===== config.mk =====
export PLATFORM = sky130hd
export DESIGN_NAME = fp_mul_arbiter
export DESIGN_NICKNAME = d
export VERILOG_FILES = /design/src/rtl/fp_mul_arbiter.sv
export SDC_FILE = /design/constraint.sdc
export NUM_CORES = 1
export LEC_CHECK = 0
export ABC_CLOCK_PERIOD_IN_PS = 3000
export BUFFER_PORTS_ARGS = -buffer_cell sky130_fd_sc_hd__buf_4
export CORE_MARGIN = 2
export CORE_UTILIZATION = 35
export CTS_CLUSTER_SIZE = 25
export DETAILED_ROUTE_END_ITERATION = 6
export GPL_TIMING_DRIVEN = 0
export PLACE_DENSITY = 0.68
export SKIP_LAST_GASP = 1
export SLEW_MARGIN = 40
export SYNTH_ARGS = -nofsm -noshare
export SYNTH_HDL_FRONTEND = slang
export SYNTH_SLANG_ARGS = --single-unit

===== constraint.sdc =====
create_clock -name clk -period 3 [get_ports clk]
set_clock_uncertainty 0.05 [all_clocks]
set_input_delay 0.75 -clock clk [delete_from_list [all_inputs] [get_ports clk]]
set_output_delay 0.75 -clock clk [all_outputs]
set_load 0.1 [all_outputs]

===== src/rtl/fp_mul_arbiter.sv =====
// Round-robin front end sharing one pipelined fp_mul among NREQ requesters.
// Each requester owns one outstanding op; results land in per-requester buffers.
module fp_mul_arbiter #(
    parameter int NREQ = 2,
    parameter int LAT  = 2,
    parameter int TW   = $clog2(NREQ)
) (
    input  logic              clk,
    input  logic              rst,
    input  logic [NREQ-1:0]   req_valid,
    output logic [NREQ-1:0]   req_ready,
    input  logic [NREQ*32-1:0] req_x,
    input  logic [NREQ*32-1:0] req_y,
    input  logic [NREQ*3-1:0] req_rmode,
    output logic              mul_valid,
    output logic [31:0]       mul_X,
    output logic [31:0]       mul_Y,
    output logic [2:0]        mul_rmode,
    input  logic [31:0]       mul_Z,
    input  logic              mul_ovrf,
    input  logic              mul_udrf,
    output logic [NREQ-1:0]   rsp_valid,
    input  logic [NREQ-1:0]   rsp_ready,
    output logic [NREQ*32-1:0] rsp_z,
    output logic [NREQ*2-1:0] rsp_flags,
    output logic [31:0]       op_cnt,
    output logic              ovrf_stk,
    output logic              udrf_stk,
    input  logic              stk_clr,
    output logic              idle
);

    logic [NREQ-1:0][31:0] x_v;
    logic [NREQ-1:0][31:0] y_v;
    logic [NREQ-1:0][2:0]  rm_v;
    logic [NREQ-1:0][31:0] z_q;
    logic [NREQ-1:0][1:0]  f_q;

    logic [TW-1:0]   rr_ptr;
    logic [TW-1:0]   gnt_idx;
    logic [TW-1:0]   nxt_ptr;
    logic [NREQ-1:0] busy;
    logic [NREQ-1:0] elig;
    logic [NREQ-1:0] gnt;
    logic [NREQ-1:0] rsp_fire;
    logic            gnt_any;

    logic [LAT:0]         pv;
    logic [LAT:0][TW-1:0] pt;
    logic                 cap;
    logic [TW-1:0]        cap_tag;

    assign x_v       = req_x;
    assign y_v       = req_y;
    assign rm_v      = req_rmode;
    assign rsp_z     = z_q;
    assign rsp_flags = f_q;

    assign elig      = req_valid & ~busy;
    assign rsp_fire  = rsp_valid & rsp_ready;
    assign req_ready = gnt;
    assign cap       = pv[LAT];
    assign cap_tag   = pt[LAT];
    assign idle      = ~|busy;

    // Search starts at rr_ptr and wraps modulo NREQ.
    always_comb begin
        logic [TW:0]   sum;
        logic [TW-1:0] idx;
        gnt     = '0;
        gnt_any = 1'b0;
        gnt_idx = '0;
        nxt_ptr = rr_ptr;
        sum     = '0;
        idx     = '0;
        for (int k = 0; k < NREQ; k++) begin
            sum = {1'b0, rr_ptr} + (TW+1)'(k);
            if (sum >= (TW+1)'(NREQ))
                sum = sum - (TW+1)'(NREQ);
            idx = sum[TW-1:0];
            if (!gnt_any && elig[idx] && !rst) begin
                gnt[idx] = 1'b1;
                gnt_any  = 1'b1;
                gnt_idx  = idx;
                nxt_ptr  = (idx == TW'(NREQ-1)) ? '0
                                                : idx + 1'b1;
            end
        end
    end

    always_ff @(posedge clk) begin
        if (rst) begin
            rr_ptr    <= '0;
            busy      <= '0;
            mul_valid <= 1'b0;
            mul_X     <= '0;
            mul_Y     <= '0;
            mul_rmode <= '0;
            pv        <= '0;
            pt        <= '0;
            rsp_valid <= '0;
            z_q       <= '0;
            f_q       <= '0;
            op_cnt    <= '0;
            ovrf_stk  <= 1'b0;
            udrf_stk  <= 1'b0;
        end else begin
            mul_valid <= gnt_any;
            if (gnt_any) begin
                rr_ptr    <= nxt_ptr;
                mul_X     <= x_v[gnt_idx];
                mul_Y     <= y_v[gnt_idx];
                mul_rmode <= rm_v[gnt_idx];
                op_cnt    <= op_cnt + 32'd1;
            end
            pv[0] <= gnt_any;
            pt[0] <= gnt_idx;
            for (int k = 1; k <= LAT; k++) begin
                pv[k] <= pv[k-1];
                pt[k] <= pt[k-1];
            end
            busy      <= (busy | gnt) & ~rsp_fire;
            rsp_valid <= rsp_valid & ~rsp_fire;
            // Capture never hits an index being consumed this edge.
            if (cap) begin
                rsp_valid[cap_tag] <= 1'b1;
                z_q[cap_tag]       <= mul_Z;
                f_q[cap_tag]       <= {mul_ovrf, mul_udrf};
            end
            ovrf_stk <= (ovrf_stk & ~stk_clr) | (cap & mul_ovrf);
            udrf_stk <= (udrf_stk & ~stk_clr) | (cap & mul_udrf);
        end
    end

endmodule


==> impl_metrics.env <==
export IMPL_outcome="finished, final reports clean"
export IMPL_synth_cells=842
export IMPL_synth_top_family_by_area="simple AND/OR/NAND/NOR gates"
export IMPL_fin_crit_ns=2.81
export IMPL_start_util=0.359
export IMPL_antenna_cells=0
export IMPL_synth_top_area_share=0.491
export IMPL_ir_worst_vdd_mv=0.340
export IMPL_io_pins=350
export IMPL_p_leak_nw=4.84
export IMPL_crit_path_start_kind="flop"
export IMPL_ant_nets=0
export IMPL_synthDistinctLibCells=43
export IMPL_antenna_found_initial=0
export IMPL_clockBufferDepth=2
export IMPL_setup_viol=0
export IMPL_synth_compound_area_frac=0.164
export IMPL_use_met3=0.0654
export IMPL_htreeDepth=4
export IMPL_reg2reg_slack_ns=0.60
export IMPL_ys_seq_area_frac=0.491
export IMPL_dr_pass1_iters=5
export IMPL_syn_avg_cell_area_sq_um=8.72
export IMPL_yosysWarnings=0
export IMPL_ys_async_sr_fraction=0
export IMPL_synth_edf_count=0
export IMPL_holdWs_ns=0.395
export IMPL_wl_per_cell_um=17.6
export IMPL_relSlewSlack=0.469
export IMPL_detailed_place_hpwl_um=20500
export IMPL_synthesis_nets=1018
export IMPL_power_density_nw_per_um2=579
export IMPL_cts_inserted_buffers=17
export IMPL_area_growth_pct=48.7
export IMPL_dieHeight_um=149
export IMPL_pwr_share_clk=0.355
export IMPL_dieArea_sq_um=22100
export IMPL_muxShareOfSynthArea=0.102
export IMPL_vias_per_cell=5.00
export IMPL_grt_start_max_net_pins=19
export IMPL_wirelength_um=26200
export IMPL_reg2reg_depth=7
export IMPL_maxCapViolCount=0
export IMPL_cp_end_kind="output port"
export IMPL_drtIter0Drc=345
export IMPL_min_path_type="flop to flop"
export IMPL_drcViolationCount=0
export IMPL_period_share=0.938
export IMPL_fin_area_sq_um=10900
export IMPL_synthXorXnorAreaFrac=0.00955
export IMPL_worstPathArrival_ns=2.01
export IMPL_path_max_fanout=10
export IMPL_die_x_um=149
export IMPL_num_nets_final=1384
export IMPL_comb_power_share=0.240
export IMPL_rsz0062_at_grt="false"
export IMPL_worstSetupPathType="flop to output port"
export IMPL_grt_pass1_vias=7263
export IMPL_seqPwrFrac=0.405
export IMPL_insertion_delay_ns=0.42
export IMPL_p_sw_frac=0.352
export IMPL_synthFlopType="dfxtp_1"
export IMPL_cts_sinks=180
export IMPL_maxSlewViolCount=0
export IMPL_ys_ff_latch=180
export IMPL_grt_util_met2=0.412
export IMPL_final_hold_violation_count=0
export IMPL_cts_root_buffer="clkbuf_16"
export IMPL_gp_congestion=0.876
export IMPL_placedInstanceArea_sq_um=10300
export IMPL_required_ns=2.20
export IMPL_fmax_mhz=355
export IMPL_busiest_layer="met2"
export IMPL_p_int_mw=4.10
export IMPL_synth_area_leader_cell="dfxtp_1"
export IMPL_clk_pin_slew_ns=0.07
export IMPL_ys_top_cells_by_area="dfxtp_1 (49%), mux2i_1 (9.3%), nand2_1 (7.7%)"
export IMPL_grt_pass1_wl_um=39300
export IMPL_num_fill_cells=1988
export IMPL_power_total_mw=6.32
export IMPL_p_switching_mw=2.23
export IMPL_cts_tree="done"
export IMPL_synth_fa_ha_area_frac=0.00170
export IMPL_drive_gt1_frac=0.330
export IMPL_synthTopCellsByCount="dfxtp_1 (180), nand2_1 (150), nor2_1 (89), a21oi_1 (87), a211oi_1 (71)"
export IMPL_overflow=0
export IMPL_rows=52
export IMPL_synth_most_common_cell="dfxtp_1"
export IMPL_core_region_area_sq_um=20400
export IMPL_grt_use_total=0.228
export IMPL_vias=7461
export IMPL_io_buffers=348
export IMPL_syn_area_sq_um=7340
export IMPL_gr_usage_met1=0.262
export IMPL_synth_simple_gate_area_frac=0.191
export IMPL_worst_pin_slew_ns=0.776
export IMPL_hold_depth=1
export IMPL_cts_hold_buf=0
==> power groups by stage <==
stage | Combinational (mW) | Sequential, mW | Clock [mW]
6_report | 1.52 | 2.56 | 2.24
5_1_grt | 1.58 | 2.57 | 2.39
4_1_cts | 1.53 | 2.56 | 2.30
3_5_place_dp | 1.52 | 2.61 | 0
3_3_place_gp | 1.52 | 2.61 | 0
2_1_floorplan | 0.332 | 3.32 | 0
==> worst max-delay path, stage by stage, from the launching register on <==
cell        delay [ns]
dfxtp_1           0.37
nand2b_1          0.16
buf_2             0.17
or3_4             0.38
buf_6             0.18
clkinvlp_4        0.13
buf_12            0.18
==> metal layers <==
layer | routed length (um) | vias to the layer above
met5 | 0 | -
met3 | 2270 | 32
li1 | - | 3689
met1 | 10200 | 3446
met2 | 13300 | 294
met4 | 437 | 0
==> area by class of cell <==
type	count	area (sq um)	area share
buffer	65	262	0.0240
clock buffer	17	425	0.0390
clock inverter	15	163	0.0149
inverter	8	33.8	0.00310
multi-input combinational	587	3450	0.317
sequential	180	3600	0.330
tap	270	338	0.0310
timing repair buffer	349	2630	0.241
==> cell families (layout without fill, tap and decap cells) <==
kind of cell | Yosys count | after routing
compound gates | 188 | 188
xor+xnor | 8 | 8
fa+ha+maj | 1 | 1
buf+inv | 75 | 454
flops | 180 | 180
mux | 74 | 74
simple gates | 316 | 316
==> registers in the layout, indices dropped and copies added, names as in the netlist <==
signal     count
rsp_z         64
mul_X         32
mul_Y         32
op_cnt        32
rsp_flags      4
mul_rmode      3
pv             3
busy           2
pt             2
rsp_valid      2
cap_tag        1
ovrf_stk       1
rr_ptr         1
udrf_stk       1
==> what timing repair did <==
action                     in CTS  in global routing
gates resized for setup         5                  0
hold endpoints to repair        0                  0
setup endpoints to repair       1                  0
buffers inserted                1                  0
==> cell usage in the layout, fill, tap and decap left out, types with 12 or more instances in the layout <==
master	count
o31ai_1	12
a21oi_1	87
clkbuf_1	55
nor2_1	89
mux2i_1	68
buf_4	348
nand2_1	150
or4_1	13
dfxtp_1	180
a211oi_1	70
nand3_1	12
nor2b_1	13
clkbuf_16	17
==> final timing paths <==
| path | startpoint | endpoint |
|---|---|---|
| min | pt[0] | pt[1] |
| max | busy[1] | req_ready[1] |
| max reg2reg | busy[0] | op_cnt[12] |
| min reg2reg | pt[0] | pt[1] |
==> per-stage QoR <==
step                      setup TNS [ns]  std cells  utilization  worst slack (ns)
final                                  0       1491        0.534             0.186
after global routing                   0       1491        0.534             0.104
after CTS                              0       1491        0.534             0.140
after detailed placement          -0.649       1460        0.504            -0.509
after global placement            -0.501       1460        0.504            -0.490
after floorplan                        0        842            -            0.0738
(Power assumes the default switching activity.)
